`src/rtl/bist_pkg.sv`:
```
// rtl/bist_pkg.sv - shared BIST constants, state encoding and MISR step function
//
// Purpose : definitions shared by the signature analyzer, its MISR register
//           and the BIST controller (session length is derived from the
//           controller's loop bounds N and M).
// Ports   : none (package).
package bist_pkg;

   localparam int         DEF_WIDTH  = 8;
   localparam logic [7:0] DEF_POLY   = 8'h1D;
   localparam logic [7:0] DEF_SEED   = 8'h00;
   localparam logic [7:0] DEF_GOLDEN = 8'h00;
   localparam int         DEF_CNT_W  = 8;

   // Controller loop bounds; one RUNNING cycle per (n,m) pair minus the
   // final pair that the controller spends issuing FINISH.
   localparam int BIST_N      = 6;
   localparam int BIST_M      = 12;
   localparam int EXP_VECTORS = (BIST_N + 1) * (BIST_M + 1) - 1;

   typedef enum logic [1:0] {
      IDLE    = 2'd0,
      ARMED   = 2'd1,
      COMPACT = 2'd2,
      DONE    = 2'd3
   } bist_state_t;

   // One Galois MISR step on a value of 'width' bits held in the low end of
   // a 32-bit word: shift left, fold the dropped MSB back through the taps,
   // then XOR in the response vector.
   function automatic logic [31:0] misr_step(input logic [31:0] q,
                                             input logic [31:0] d,
                                             input logic [31:0] poly,
                                             input int          width);
      logic [31:0] mask;
      logic [31:0] shifted;
      mask    = (width >= 32) ? 32'hFFFF_FFFF : ((32'd1 << width) - 32'd1);
      shifted = (q << 1) & mask;
      if (q[width-1]) begin
         shifted = shifted ^ poly;
      end
      return (shifted ^ d) & mask;
   endfunction

endpackage

```
`src/rtl/bist_signature_analyzer_misr_reg.sv`:
```
// rtl/bist_signature_analyzer_misr_reg.sv - loadable Galois MISR register
//
// Purpose : holds the response signature; LOAD reseeds, EN compacts i_d.
// Ports   : i_clk      rising-edge clock
//           i_reset_n  asynchronous active-low reset (Q <= SEED)
//           i_load     load SEED (priority over i_en)
//           i_en       compact i_d into the signature this cycle
//           i_d        response vector, WIDTH bits
//           o_q        current signature, WIDTH bits (registered)
module misr_reg
   import bist_pkg::*;
#(
   parameter int               WIDTH = DEF_WIDTH,
   parameter logic [WIDTH-1:0] POLY  = WIDTH'(DEF_POLY),
   parameter logic [WIDTH-1:0] SEED  = WIDTH'(DEF_SEED)
) (
   input  logic             i_clk,
   input  logic             i_reset_n,
   input  logic             i_load,
   input  logic             i_en,
   input  logic [WIDTH-1:0] i_d,
   output logic [WIDTH-1:0] o_q
);

   logic [WIDTH-1:0] r_q;
   logic [WIDTH-1:0] w_step;

   assign w_step = WIDTH'(misr_step(32'(r_q), 32'(i_d), 32'(POLY), WIDTH));

   always_ff @(posedge i_clk or negedge i_reset_n) begin
      if (!i_reset_n) begin
         r_q <= SEED;
      end else if (i_load) begin
         r_q <= SEED;
      end else if (i_en) begin
         r_q <= w_step;
      end
   end

   assign o_q = r_q;

endmodule

```
`src/rtl/bist_signature_analyzer.sv`:
```
// rtl/bist_signature_analyzer.sv - BIST response compactor and pass/fail evaluator
//
// Purpose : compacts CUT responses into a MISR signature under the BIST
//           controller's INIT/RUNNING/FINISH strobes, counts vectors and
//           latches PASS/FAIL against golden values on FINISH.
// Ports   : i_clk        rising-edge clock
//           i_reset_n    asynchronous active-low reset
//           i_init       1-cycle strobe, start a session (highest priority)
//           i_running    level, compact i_cut_out this cycle
//           i_finish     1-cycle strobe, end session and evaluate
//           i_cut_out    CUT response vector, WIDTH bits
//           o_signature  current MISR contents
//           o_vec_count  RUNNING cycles since INIT, saturating
//           o_done       result valid, held until next INIT
//           o_pass       signature and count both matched
//           o_fail       result valid and not pass
//           o_proto_err  sticky protocol violation, cleared by INIT/reset
module bist_signature_analyzer
   import bist_pkg::*;
#(
   parameter int               WIDTH       = DEF_WIDTH,
   parameter logic [WIDTH-1:0] POLY        = WIDTH'(DEF_POLY),
   parameter logic [WIDTH-1:0] SEED        = WIDTH'(DEF_SEED),
   parameter logic [WIDTH-1:0] GOLDEN      = WIDTH'(DEF_GOLDEN),
   parameter int               EXP_VECTORS = bist_pkg::EXP_VECTORS,
   parameter int               CNT_W       = DEF_CNT_W
) (
   input  logic             i_clk,
   input  logic             i_reset_n,
   input  logic             i_init,
   input  logic             i_running,
   input  logic             i_finish,
   input  logic [WIDTH-1:0] i_cut_out,
   output logic [WIDTH-1:0] o_signature,
   output logic [CNT_W-1:0] o_vec_count,
   output logic             o_done,
   output logic             o_pass,
   output logic             o_fail,
   output logic             o_proto_err
);

   bist_state_t r_state;
   bist_state_t w_state_nxt;

   logic [CNT_W-1:0] r_vec_count;
   logic             r_done;
   logic             r_pass;
   logic             r_fail;
   logic             r_proto_err;

   logic             w_load;
   logic             w_en;
   logic             w_cnt_clr;
   logic             w_cnt_inc;
   logic             w_eval;
   logic             w_clr_flags;
   logic             w_proto_set;

   logic [WIDTH-1:0] w_sig;
   logic [WIDTH-1:0] w_sig_upd;
   logic [CNT_W-1:0] w_cnt_upd;
   logic             w_match;

   misr_reg #(
      .WIDTH (WIDTH),
      .POLY  (POLY),
      .SEED  (SEED)
   ) u_misr (
      .i_clk     (i_clk),
      .i_reset_n (i_reset_n),
      .i_load    (w_load),
      .i_en      (w_en),
      .i_d       (i_cut_out),
      .o_q       (w_sig)
   );

   always_ff @(posedge i_clk or negedge i_reset_n) begin
      if (!i_reset_n) begin
         r_state <= IDLE;
      end else begin
         r_state <= w_state_nxt;
      end
   end

   always_comb begin
      w_state_nxt = r_state;
      w_load      = 1'b0;
      w_en        = 1'b0;
      w_cnt_clr   = 1'b0;
      w_cnt_inc   = 1'b0;
      w_eval      = 1'b0;
      w_clr_flags = 1'b0;
      w_proto_set = 1'b0;

      if (i_init) begin
         // Restart always wins; RUNNING/FINISH in the same cycle are dropped.
         w_state_nxt = ARMED;
         w_load      = 1'b1;
         w_cnt_clr   = 1'b1;
         w_clr_flags = 1'b1;
         // Re-initialising while vectors are still streaming aborts a session.
         w_proto_set = (r_state == COMPACT) && i_running;
      end else begin
         case (r_state)
            IDLE: begin
               w_proto_set = i_running || i_finish;
            end
            ARMED, COMPACT: begin
               if (i_running) begin
                  w_en        = 1'b1;
                  w_cnt_inc   = 1'b1;
                  w_state_nxt = COMPACT;
               end
               if (i_finish) begin
                  w_eval      = 1'b1;
                  w_state_nxt = DONE;
               end
            end
            DONE: begin
               w_proto_set = i_finish;
            end
            default: begin
               w_state_nxt = IDLE;
            end
         endcase
      end
   end

   // The verdict must see a RUNNING vector that arrives together with
   // FINISH, so compare against the post-update signature and count.
   assign w_sig_upd = w_en
                    ? WIDTH'(misr_step(32'(w_sig), 32'(i_cut_out), 32'(POLY), WIDTH))
                    : w_sig;
   assign w_cnt_upd = (w_cnt_inc && (r_vec_count != {CNT_W{1'b1}}))
                    ? r_vec_count + 1'b1
                    : r_vec_count;
   assign w_match   = (w_sig_upd == GOLDEN) && (w_cnt_upd == CNT_W'(EXP_VECTORS));

   always_ff @(posedge i_clk or negedge i_reset_n) begin
      if (!i_reset_n) begin
         r_vec_count <= '0;
         r_done      <= 1'b0;
         r_pass      <= 1'b0;
         r_fail      <= 1'b0;
         r_proto_err <= 1'b0;
      end else begin
         r_vec_count <= w_cnt_clr ? '0 : w_cnt_upd;

         if (w_clr_flags) begin
            r_done <= 1'b0;
            r_pass <= 1'b0;
            r_fail <= 1'b0;
         end else if (w_eval) begin
            r_done <= 1'b1;
            r_pass <= w_match;
            r_fail <= !w_match;
         end

         // An aborting INIT both clears and re-flags; the flag must survive.
         if (w_proto_set) begin
            r_proto_err <= 1'b1;
         end else if (w_clr_flags) begin
            r_proto_err <= 1'b0;
         end
      end
   end

   assign o_signature = w_sig;
   assign o_vec_count = r_vec_count;
   assign o_done      = r_done;
   assign o_pass      = r_pass;
   assign o_fail      = r_fail;
   assign o_proto_err = r_proto_err;

endmodule
```
`config.mk`:
```
export PLATFORM = sky130hd
export DESIGN_NAME = bist_signature_analyzer
export DESIGN_NICKNAME = d
export VERILOG_FILES = /design/src/rtl/bist_pkg.sv /design/src/rtl/bist_signature_analyzer_misr_reg.sv /design/src/rtl/bist_signature_analyzer.sv
export SDC_FILE = /design/constraint.sdc
export NUM_CORES = 1
export LEC_CHECK = 0
export BUFFER_PORTS_ARGS = -buffer_cell sky130_fd_sc_hd__buf_2
export CELL_PAD_IN_SITES_DETAIL_PLACEMENT = 0
export CELL_PAD_IN_SITES_GLOBAL_PLACEMENT = 2
export CORE_MARGIN = 10
export CORE_UTILIZATION = 30
export CTS_BUF_LIST = sky130_fd_sc_hd__clkbuf_8
export DETAILED_ROUTE_END_ITERATION = 10
export PLACE_DENSITY_LB_ADDON = 0.25
export SLEW_MARGIN = 5
export SYNTH_ARGS = -nofsm -noshare
export SYNTH_HDL_FRONTEND = slang
export SYNTH_SLANG_ARGS = --single-unit
```
`constraint.sdc`:
```
create_clock -name i_clk -period 1.8 [get_ports i_clk]
set_input_delay 0.18 -clock i_clk [delete_from_list [all_inputs] [get_ports i_clk]]
set_output_delay 0.18 -clock i_clk [all_outputs]
set_load 0.01 [all_outputs]
```
## Word-level counts from Yosys, hierarchy flattened

Index checks and enable logic that the tools add are counted.

| word-level totals | value |
|---|---|
| register bits after elaboration | 22 |
| bits of input ports | 13 |
| output and inout bits | 20 |
| word-level logic and storage cells | 54 |

| cells by class | value |
|---|---|
| add/subtract/negate cells | 1 |
| equal/unequal tests | 5 |
| muxes and demuxes | 26 |
| bitwise operators | 2 |
| reductions and logical operators | 13 |

Operators by type and width:

| kind | count |
|---|---|
| $mux 8 | 4 |
| $mux 1 | 16 |
| $add 8x1->8 const B | 1 |
| $eq 8x7->1 const B | 1 |
| $logic_not 8->1 | 1 |
| $mux 2 | 4 |
| $ne 8x8->1 const B | 1 |
| $xor 8x8->8 | 1 |
| $reduce_bool 2->1 | 3 |
| $mux 5 | 1 |
| $eq 2x2->1 const B | 2 |
| $not 4->4 | 1 |
| $logic_and 1x1->1 | 3 |
| $reduce_bool 3->1 | 1 |
| $eq 2x1->1 const B | 1 |
| $logic_not 2->1 | 1 |
| $pmux 1 s2 | 1 |
| $reduce_and 2->1 | 1 |
| $reduce_or 2->1 | 1 |
| $logic_not 1->1 | 1 |
| $logic_or 1x1->1 | 1 |

## Logic depth before layout (Yosys ltp)

Gate-level depths: netlist of the first run.

| logic depth | value |
|---|---|
| depth after elaboration | 11 |
| depth in mapped cells | 9 |
| depth with buffers taken out | 7 |

## By module

From an unflattened synthesis of the first run, not the netlist that was laid out.

| unflattened totals | value |
|---|---|
| cells, all modules | 154 |
| area, all modules | 1,480.2 µm² |

Modules (own cells, without submodules):

| module | times used | cells an instance | area each (µm²) | seq. area each (µm²) |
|---|---|---|---|---|
| bist_signature_analyzer | 1 | 111 | 1,033.5 | 350.3 |
| misr_reg | 1 | 43 | 446.7 | 200.2 |

## Worst setup path before layout of the first run

Ideal clock, no wire load.

| path | value |
|---|---|
| path kind | reg2reg |
| start point | reg r_state[0] |
| end point | reg r_fail (netlist: o_fail) |
| setup time | 0.119 ns |
| arrival time | 1.802 ns |
| data required time | 1.681 ns |
| setup slack | -0.120 ns |
| stages on the path, launching flop included | 10 |
| buffers on the path | 2 |
| period minus slack after synthesis | 1.920 ns |
| cell sequence | dfrtp_1 > inv_1 > ha_1 > buf_2 > and3b_1 > buf_4 > a211o_1 > o211ai_2 > nand3_1 > o21a_1 |

| between the ends | value |
|---|---|
| word-level cells in the longest chain between the ends | 11 |
| elaborated cells on any way between the ends | 17 |
| classes of those cells | eq/ne: 3; mux: 8; reduce/logical: 6 |

RTL lines:

| element | RTL line | text |
|---|---|---|
| start, declared | bist_signature_analyzer.sv:42 | `bist_state_t r_state;` |
| start signal, assigned | bist_signature_analyzer.sv:81 | `r_state <= w_state_nxt;` |
| $eq 2x2->1 / $eq 2x1->1 (equally long branches) | bist_signature_analyzer.sv:104 | `case (r_state)` |
| $reduce_or 2->1 * | bist_signature_analyzer.sv:104 |  |
| $mux 1 | bist_signature_analyzer.sv:104 |  |
| $mux 1 | bist_signature_analyzer.sv:95 | `if (i_init) begin` |
| $logic_and 1x1->1 | bist_signature_analyzer.sv:134 | `assign w_cnt_upd = (w_cnt_inc && (r_vec_count != {CNT_W{1'b1}}))` |
| $mux 8 | bist_signature_analyzer.sv:135 | `? r_vec_count + 1'b1` |
| $eq 8x7->1 | bist_signature_analyzer.sv:137 | `assign w_match = (w_sig_upd == GOLDEN) && (w_cnt_upd == CNT_W'(EXP_VECTORS));` |
| $logic_and 1x1->1 | bist_signature_analyzer.sv:137 |  |
| $logic_not 1->1 | bist_signature_analyzer.sv:156 | `r_fail <= !w_match;` |
| $mux 1 | bist_signature_analyzer.sv:153 | `end else if (w_eval) begin` |
| $mux 1 | bist_signature_analyzer.sv:149 | `if (w_clr_flags) begin` |
| end signal, assigned | bist_signature_analyzer.sv:156 |  |
| end, declared | bist_signature_analyzer.sv:48 | `logic r_fail;` |

Mark *: on every way between the ends. The rest lies on a longest branch, timed or not. The select of a mux whose other input is x is not followed.
A chain may end at the register's enable or synchronous reset.

## Worst setup path in the final report of the first run

| path | value |
|---|---|
| start point | reg r_state[1] |
| end point | reg r_fail (netlist: o_fail) |

The elaborated chain is that of the path after synthesis.

==> results.py, run 1 <==
metrics = {
    "status": {
        "status": "finished, final reports clean",
    },
    "grt": {
        "antenna_found_initial": 0,
        "grt_max_degree": 23,
        "grt.total_usage_pct": 10.74,
        "grt_overflow": 0,
        "grt_pass1_wl_mm": 6.686,
        "grt_pass1_vias": 1387,
    },
    "placed_design": {
        "dp_hpwl_mm": 3.136,
        "dpl-instance-area_um2": 1749,
        "dpl_worst_slack_ns": -0.1078,
        "portBuffers": 32,
        "gp_congestion": 0.8298,
    },
    "cells_and_area": {
        "antenna_cells": 0,
        "drive_gt1_share_pct": 35.41,
        "fillCellCount": 470,
        "nets": 227,
        "regArea_um2": 554.3,
        "multi_input_area_um2": 823.3,
        "areaGrowthSynthToFinish_pct": 31.10,
        "final_area_um2": 1857,
    },
    "clock_tree": {
        "clkTransAtPathRegs_ns": 0.09,
        "cts_tree": "built",
        "htreeDepth": 1,
        "cts_num_sinks": 22,
        "cts-root-buf": "clkbuf_8",
        "ctsLongestPathBuffers": 2,
        "numCtsBuffers": 3,
        "clock_latency_ns": 0.27,
    },
    "pwr": {
        "power_mw": 1.279,
        "p_per_area_nw_per_um2": 688.6,
        "max-vdd-ir-drop_mv": 0.2900,
        "p_leak_nw": 0.8850,
    },
    "drt": {
        "drtAntennaViolNets": 0,
        "routed_wl_mm": 4.109,
        "num_vias": 1340,
        "wl_per_cell_um": 15.74,
        "drc": 0,
        "drt_iter0_markers": 113,
        "dr.pass1.iters": 4,
        "viasPerCell": 5.134,
    },
    "yosys": {
        "synth_edf_count": 0,
        "synth_cells": 158,
        "synth-async-reset-ratio_pct": 100.0,
        "synth_xor_xnor_area_share_pct": 9.276,
        "synthTopCellsByArea": "dfrtp_1, nor2_1, xnor2_1",
        "avgSynthCellArea_um2": 8.964,
        "yosysTopAreaCell": "dfrtp_1",
        "synth-simple-area-share_pct": 24.56,
        "synth_compound_area_share_pct": 16.25,
        "synthTopCellsByCount": "dfrtp_1, nor2_1, nand2_1, a21oi_1, xnor2_1",
        "synth_top_family_by_area": "simple AND/OR/NAND/NOR gates",
        "ys_seq_area_share_pct": 38.87,
        "muxShareOfSynthArea_pct": 1.413,
        "synth.top_cell.area_share_pct": 38.87,
        "synthAdderAreaFrac_pct": 3.534,
        "yosys_most_used_dff": "dfrtp_1",
        "synth_nets": 175,
        "ys_seq_elements": 22,
        "yosysWarningCount": 0,
        "synth_area_um2": 1416,
        "synth_most_common_cell": "dfrtp_1",
        "synth_cell_types": 42,
    },
    "die": {
        "core_um2": 4474,
        "io_pins": 33,
        "dieHeight_um": 88.71,
        "start_util_pct": 31.66,
        "rows": 24,
        "die_w_um": 88.71,
        "die-area_um2": 7869,
    },
    "critical_path": {
        "crit_required_ns": 1.97,
        "crit_family": "simple AND/OR/NAND/NOR gates",
        "cp_data_arrival_time_ns": 1.85,
        "slowest_stage": "or4_4",
        "end_kind": "flip-flop",
        "worst-path-buf-inv": 1,
        "r2r-start": "r_state[1]$_DFFE_PN0P_",
        "cp-start-kind": "flip-flop",
        "cp_max_fo": 4,
        "worstPathCellList": "inv_2 > ha_4 > nand3b_4 > or4_4 > o211ai_2 > nand3_1 > o21a_1",
        "critPathKind": "flip-flop to flip-flop",
        "worst_path_largest_cell_delay_ns": 0.42,
        "critPathLaunch": "r_state[1]$_DFFE_PN0P_",
    },
    "timing": {
        "finalClockSkew_ns": 0.01107,
        "max_freq_mhz": 595.5,
        "timing.final.crit_share_pct": 93.29,
        "rsz0062_at_grt": "false",
        "slew_headroom_pct": 64.26,
        "finalSetupViolations": 0,
        "whs_ns": 0.2310,
        "tns_ns": 0,
        "setup_slack_ns": 0.1208,
        "timing.final.max_slew_violations": 0,
        "worst_pin_slew_ns": 0.5361,
        "finalHoldViolations": 0,
        "min_period_ns": 1.679,
    },
    "run": {
        "maxCapViolations": 0,
    },
    "worst_hold_path": {
        "hp-start": "i_cut_out[7]",
        "hold_path.class": "input pin to flip-flop",
    },
}
==> final timing paths <==
kind / cells after the start / slack (ns) / to
max: 7 / 0.12 / o_fail$_DFFE_PN0P_
min: 3 / 0.23 / u_misr.o_q[7]$_DFF_PN0_
max reg2reg: 7 / 0.12 / o_fail$_DFFE_PN0P_
min reg2reg: 2 / 0.52 / o_done$_DFFE_PN0P_
max in group asynchronous: 2 / 1.00 / o_vec_count[0]$_DFF_PN0_
min in group asynchronous: 2 / 0.42 / u_misr.o_q[2]$_DFF_PN0_
==> report_power, final <==
part	total [mW]	internal [mW]	switching, mW
combinational	0.388	0.182	0.206
clock	0.325	0.152	0.172
sequential	0.566	0.531	0.0350
total	1.28	0.865	0.413
==> layout make-up <==
| class | count | share of cell area [%] |
|---|---|---|
| clock buffer | 3 | 2.224 |
| clock inverter | 1 | 0.2022 |
| inverter | 3 | 0.6065 |
| multi-input combinational | 122 | 44.34 |
| sequential | 22 | 29.85 |
| tap | 52 | 3.504 |
| timing repair buffer | 58 | 19.27 |
==> through the flow <==
step	util, %	instances
after floorplan	-	158
final	41.50	261
after CTS	40.63	259
after global placement	39.09	254
after global routing	41.50	261
after detailed placement	39.09	254
==> timing repair <==
action | in CTS | in global routing
hold buffers | 1 | 0
gates cloned | 0 | 1
resized for setup | 2 | 8
endpoints found under the setup margin | 4 | 4
hold endpoints to repair | 22 | 0
buffers inserted | 0 | 1
pin swaps | 0 | 6
==> worst reg2reg max path, stage by stage (launching register included) <==
cell and delay [ns]:
dfrtp_1 0.37, inv_2 0.06, ha_4 0.29, nand3b_4 0.09, or4_4 0.42, o211ai_2 0.09
nand3_1 0.09, o21a_1 0.19
==> sequential cells by signal, indices dropped and copies added, names as in the netlist <==
register / count
o_vec_count: 8
u_misr.o_q: 8
r_state: 2
o_done: 1
o_fail: 1
o_pass: 1
o_proto_err: 1
==> layer usage <==
| layer | track usage (%) | routed length (µm) |
|---|---|---|
| met4 | 4.405 | 24 |
| met5 | 0 | 0 |
| met1 | 12.99 | 1890 |
| met3 | 3.217 | 269 |
| met2 | 17.35 | 1924 |
==> layout by cell type (no fill, tap or decap), types with 2 or more instances in the layout <==
| cell type | instances |
|---|---|
| a211oi_1 | 5 |
| a21oi_1 | 11 |
| and2_1 | 2 |
| and3_4 | 2 |
| and4_1 | 2 |
| buf_2 | 32 |
| buf_4 | 25 |
| clkbuf_8 | 3 |
| dfrtp_1 | 19 |
| dfrtp_2 | 3 |
| ha_1 | 2 |
| ha_4 | 2 |
| inv_1 | 2 |
| inv_2 | 2 |
| nand2_1 | 18 |
| nand3_1 | 7 |
| nand4_1 | 2 |
| nand4b_1 | 2 |
| nor2_1 | 19 |
| nor3_1 | 6 |
| nor4_1 | 2 |
| o21ai_0 | 3 |
| o31ai_1 | 2 |
| xnor2_1 | 8 |
| xor2_1 | 7 |
==> kinds of logic after synthesis <==
family | Yosys count
adder cells (fa/ha/maj) | 4
flip-flops | 22
AND/OR/NAND/NOR | 67
buffers and inverters | 15
XOR/XNOR | 15
multiplexers | 2
AO/OA/AOI/OAI | 33
(Power assumes the default switching activity.)
==> inputs of run 2 (changes only) <==
==> constraint.sdc (replaced) <==
create_clock -name i_clk -period 1.8 [get_ports i_clk]
set_input_delay 0 -clock i_clk [delete_from_list [all_inputs] [get_ports i_clk]]
set_output_delay 0 -clock i_clk [all_outputs]
set_load 0.01 [all_outputs]
==> run 2 against run 1 <==
Against the previous run: register-to-register slack got worse by 0.08 ns; die area unchanged; global-route usage increased by 0.20 points.
==> results.py, run 2 (synthesis results as in run 1) <==
metrics = {
    "status": {
        "status": "finished, final reports clean",
    },
    "placed_design": {
        "dpl_worst_slack_ns": -0.09328,
        "dpl-instance-area_um2": 1742,
        "portBuffers": 32,
        "dp_hpwl_mm": 3.200,
        "gp_congestion": 0.8332,
    },
    "timing": {
        "finalClockSkew_ns": 0.01083,
        "finalHoldViolations": 0,
        "rsz0062_at_grt": "true",
        "finalSetupViolations": 0,
        "timing.final.max_slew_violations": 0,
        "worst_pin_slew_ns": 0.5381,
        "max_freq_mhz": 567.1,
        "setup_slack_ns": 0.03655,
        "tns_ns": 0,
        "timing.final.crit_share_pct": 97.97,
        "slew_headroom_pct": 64.13,
        "min_period_ns": 1.763,
    },
    "clock_tree": {
        "clock_latency_ns": 0.27,
        "cts-root-buf": "clkbuf_8",
        "cts_tree": "built",
        "ctsLongestPathBuffers": 2,
        "cts_num_sinks": 22,
        "clkTransAtPathRegs_ns": 0.08,
        "numCtsBuffers": 3,
        "htreeDepth": 1,
    },
    "pwr": {
        "max-vdd-ir-drop_mv": 0.2704,
        "p_leak_nw": 0.8931,
        "p_per_area_nw_per_um2": 699.1,
    },
    "cells_and_area": {
        "regArea_um2": 553.0,
        "fillCellCount": 468,
        "final_common_cell": "buf_2",
        "antenna_cells": 0,
        "final_area_um2": 1834,
        "drive_gt1_share_pct": 33.65,
        "multi_input_area_um2": 809.5,
        "mostFrequentLayoutCells": "buf_2, buf_4, dfrtp_1",
        "nets": 226,
        "areaGrowthSynthToFinish_pct": 29.51,
    },
    "drt": {
        "drt_iter0_markers": 87,
        "drc": 0,
        "routed_wl_mm": 4.228,
        "dr.pass1.iters": 4,
        "num_vias": 1362,
        "wl_per_cell_um": 16.26,
        "drtAntennaViolNets": 0,
        "viasPerCell": 5.238,
    },
    "die": {
        "rows": 24,
        "core_um2": 4474,
        "die_w_um": 88.71,
        "dieHeight_um": 88.71,
        "io_pins": 33,
        "die-area_um2": 7869,
        "start_util_pct": 31.66,
    },
    "grt": {
        "grtUsageMet3_pct": 2.574,
        "gr-usage-met2_pct": 19.28,
        "grt_pass1_wl_mm": 6.858,
        "met1_usage_pct": 12.81,
        "busiest_layer": "met2",
        "antenna_found_initial": 0,
        "grt_max_degree": 23,
        "grt_overflow": 0,
        "grt.total_usage_pct": 10.94,
        "grt_pass1_vias": 1443,
    },
    "critical_path": {
        "worst_path_largest_cell_delay_ns": 0.49,
        "critPathKind": "flip-flop to flip-flop",
        "worstPathCellList": "inv_1 > ha_4 > nand3b_4 > or4_4 > o211ai_2 > nand3_1 > o21a_1",
        "slowest_stage": "or4_4",
        "crit_required_ns": 1.96,
        "cp_data_arrival_time_ns": 1.92,
        "cp-start-kind": "flip-flop",
        "cp_max_fo": 4,
        "end_kind": "flip-flop",
    },
    "worst_hold_path": {
        "hold_path.class": "input pin to flip-flop",
    },
    "run": {
        "maxCapViolations": 0,
    },
}
==> run 2: cell count changes in the layout (fill, tap and decap cells not counted), sizes merged <==
cell	previous run	this run
buf	57	56
==> run 2: critical path, delay by kind of cell (launching register included) <==
family | cells | cell delay [ns]
flops | 1 | 0.35
buf+inv | 1 | 0.08
fa+ha+maj | 1 | 0.30
simple gates | 3 | 0.67
compound gates | 2 | 0.26
==> run 2: through the flow <==
| step | total power, mW | util, % | cells | hold slack [ns] |
|---|---|---|---|---|
| after floorplan | 0.7895 | - | 158 | -0.2956 |
| final | 1.282 | 41.00 | 260 | 0.05717 |
| after CTS | 1.275 | 40.46 | 258 | 0.05143 |
| after global placement | 0.9242 | 38.93 | 253 | 0.008311 |
| after detailed placement | 0.9352 | 38.93 | 253 | 0.02046 |
| after global routing | 1.357 | 41.00 | 260 | 0.06827 |
==> run 2: final cells by class <==
type,count,share of cell area [%]
sequential,22,30.15
tap,52,3.547
clock buffer,3,2.251
clock inverter,1,0.2046
timing repair buffer,57,19.10
multi-input combinational,122,44.13
inverter,3,0.6139
==> run 2: worst paths after layout <==
path	start	to	slack, ns	cells past startpoint
min in group asynchronous	i_reset_n	u_misr.o_q[2]$_DFF_PN0_	0.23	2
min reg2reg	o_done$_DFFE_PN0P_	o_done$_DFFE_PN0P_	0.51	2
max	r_state[0]$_DFFE_PN0P_	o_fail$_DFFE_PN0P_	0.04	7
max in group asynchronous	i_reset_n	o_vec_count[0]$_DFF_PN0_	1.18	2
max reg2reg	r_state[0]$_DFFE_PN0P_	o_fail$_DFFE_PN0P_	0.04	7
min	i_cut_out[7]	u_misr.o_q[7]$_DFF_PN0_	0.06	3
==> run 2: per-layer routing <==
metal,vias to the layer above,wire [µm]
li1,662,-
met1,670,1919
met2,25,2044
met3,5,225
met4,0,40
met5,-,0
==> run 2: what timing repair did <==
item / in CTS / in global routing
hold buffers: 1 / 0
gates resized for setup: 2 / 3
buffers inserted: 0 / 1
pin swaps: 0 / 3
endpoints found under the setup margin: 4 / 4
cloned: 0 / 1
hold endpoints to repair: 22 / 0
==> run 2: power breakdown <==
part / switching, mW / internal, mW / total, mW
clock: 0.178 / 0.153 / 0.331
combinational: 0.206 / 0.180 / 0.387
sequential: 0.0343 / 0.531 / 0.565
==> inputs of run 3 (changes only) <==
MAX_ROUTING_LAYER = met4   (was default)
==> run 3 against run 2 <==
Against the previous run: combinational power is essentially flat; count of clock-buffer cells in the layout is the same; non-clock buffer count is the same; routed wire length is essentially flat; sequential share of layout area is the same; final cell count is the same; critical path depth is the same; critical path type unchanged; setup slack lost 0.0074 ns; fmax shrank 0.42%; clock skew shrank 0.00070 ns; final area is the same; die area is the same.
==> results.py, run 3 (synthesis results as in run 1) <==
metrics = {
    "cells_and_area": {
        "final_common_cell": "buf_2",
        "fillCellCount": 468,
        "areaGrowthSynthToFinish_pct": 29.51,
        "antenna_cells": 0,
        "nets": 226,
        "mostFrequentLayoutCells": "buf_2, buf_4, dfrtp_1",
        "final_area_um2": 1834,
        "drive_gt1_share_pct": 33.65,
    },
    "drt": {
        "num_vias": 1367,
        "drt_iter0_markers": 90,
        "dr.pass1.iters": 4,
        "drtAntennaViolNets": 0,
        "drc": 0,
        "routed_wl_mm": 4.229,
        "viasPerCell": 5.258,
        "wl_per_cell_um": 16.27,
    },
    "worst_hold_path": {
        "hold_path.class": "input pin to flip-flop",
    },
    "pwr": {
        "power_mw": 1.281,
        "max-vdd-ir-drop_mv": 0.2705,
        "p_leak_nw": 0.8931,
        "p_per_area_nw_per_um2": 698.5,
    },
    "die": {
        "core_um2": 4474,
        "die-area_um2": 7869,
        "io_pins": 33,
        "die_w_um": 88.71,
        "start_util_pct": 31.66,
        "rows": 24,
        "dieHeight_um": 88.71,
    },
    "grt": {
        "grt_overflow": 0,
        "met1_usage_pct": 12.87,
        "grt_max_degree": 23,
        "gr-usage-met2_pct": 19.28,
        "grt_pass1_wl_mm": 6.851,
        "antenna_found_initial": 0,
        "busiest_layer": "met2",
        "grt_pass1_vias": 1444,
        "grt.total_usage_pct": 11.27,
        "grtUsageMet3_pct": 2.482,
    },
    "status": {
        "status": "finished, final reports clean",
    },
    "critical_path": {
        "crit_required_ns": 1.96,
        "rr_endpoint": "o_fail$_DFFE_PN0P_",
        "critPathLaunch": "r_state[0]$_DFFE_PN0P_",
        "critPathKind": "flip-flop to flip-flop",
        "worst-path-buf-inv": 1,
        "worst_path_largest_cell_delay_ns": 0.49,
        "crit_cells": 7,
        "r2r_cells": 7,
        "end_kind": "flip-flop",
        "slowest_stage": "or4_4",
        "cp-start-kind": "flip-flop",
        "worstPathCellList": "inv_1 > ha_4 > nand3b_4 > or4_4 > o211ai_2 > nand3_1 > o21a_1",
        "r2r-start": "r_state[0]$_DFFE_PN0P_",
        "crit_family": "simple AND/OR/NAND/NOR gates",
        "cp_data_arrival_time_ns": 1.93,
        "r2r_slack_ns": 0.03,
        "cp-endpoint": "o_fail$_DFFE_PN0P_",
        "cp_max_fo": 4,
    },
    "placed_design": {
        "portBuffers": 32,
        "dp_hpwl_mm": 3.200,
        "dpl-instance-area_um2": 1742,
        "gp_congestion": 0.8459,
    },
    "clock_tree": {
        "htreeDepth": 1,
        "numCtsBuffers": 3,
        "clock_latency_ns": 0.27,
        "ctsLongestPathBuffers": 2,
        "cts_num_sinks": 22,
        "cts-root-buf": "clkbuf_8",
        "clkTransAtPathRegs_ns": 0.08,
        "cts_tree": "built",
    },
    "run": {
        "maxCapViolations": 0,
    },
    "timing": {
        "finalClockSkew_ns": 0.01013,
        "max_freq_mhz": 564.7,
        "timing.final.max_slew_violations": 0,
        "worst_pin_slew_ns": 0.5382,
        "finalHoldViolations": 0,
        "min_period_ns": 1.771,
        "whs_ns": 0.05731,
        "timing.final.crit_share_pct": 98.38,
        "slew_headroom_pct": 64.12,
        "tns_ns": 0,
        "finalSetupViolations": 0,
        "rsz0062_at_grt": "true",
    },
}
-- run 3: cell counts in the layout (fill, tap and decap cells not counted) --
No cell type changed its count.
-- run 3: per-stage QoR --
| stage | setup WS [ns] | cells | util (%) |
|---|---|---|---|
| after floorplan | -0.008730 | 158 | - |
| after global placement | -0.02759 | 253 | 38.93 |
| after detailed placement | -0.09328 | 253 | 38.93 |
| after CTS | 0.009460 | 258 | 40.46 |
| after global routing | -0.05131 | 260 | 41.00 |
| final | 0.02918 | 260 | 41.00 |
-- run 3: how the worst min path moves through the flow --
| stage | start | end | slack (ns) | cells after the start |
|---|---|---|---|---|
| after floorplan | i_reset_n | o_done$_DFFE_PN0P_ | -0.30 | 0 |
| after detailed placement | i_reset_n | u_misr.o_q[0]$_DFF_PN0_ | 0.02 | 1 |
| after global routing | i_cut_out[0] | u_misr.o_q[0]$_DFF_PN0_ | 0.07 | 3 |
| final | i_cut_out[7] | u_misr.o_q[7]$_DFF_PN0_ | 0.06 | 3 |
| after CTS | i_running | o_proto_err$_DFFE_PN0P_ | 0.05 | 3 |
| after global placement | i_reset_n | u_misr.o_q[0]$_DFF_PN0_ | 0.008 | 1 |
-- run 3: cell type report --
| cell class | count | area [µm²] | area share (%) |
|---|---|---|---|
| well taps | 52 | 65.06 | 3.547 |
| clock buffers | 3 | 41.29 | 2.251 |
| clock inverters | 1 | 3.754 | 0.2046 |
| multi-input cells | 122 | 809.5 | 44.13 |
| flip-flops and latches | 22 | 553.0 | 30.15 |
| repair buffers | 57 | 350.3 | 19.10 |
| inverters | 3 | 11.26 | 0.6139 |
-- run 3: timing repair --
item | 4_1_cts | 5_1_grt
endpoints found under the setup margin | 4 | 4
resized for setup | 2 | 3
pin swaps | 0 | 3
hold endpoints to repair | 22 | 0
hold buffers | 1 | 0
cloned | 0 | 1
setup buffers | 0 | 1
-- run 3: worst register-to-register path, cell delays in order, from the launching register on --
cell      delay, ns
dfrtp_1        0.35
inv_1          0.08
ha_4           0.30
nand3b_4       0.09
or4_4          0.49
o211ai_2       0.09
nand3_1        0.10
o21a_1         0.17
-- run 3: metal layers --
metal | up-vias | wire [µm]
met5 | - | 0
met4 | 0 | 40
met3 | 5 | 236
met2 | 32 | 2050
met1 | 668 | 1902
li1 | 662 | -
-- run 3: power by group --
| group | internal, mW | switching (mW) | leakage, nW | total, mW |
|---|---|---|---|---|
| Sequential | 0.531 | 0.0344 | 0.291 | 0.565 |
| Combinational | 0.180 | 0.207 | 0.575 | 0.387 |
| Clock | 0.153 | 0.177 | 0.0269 | 0.329 |
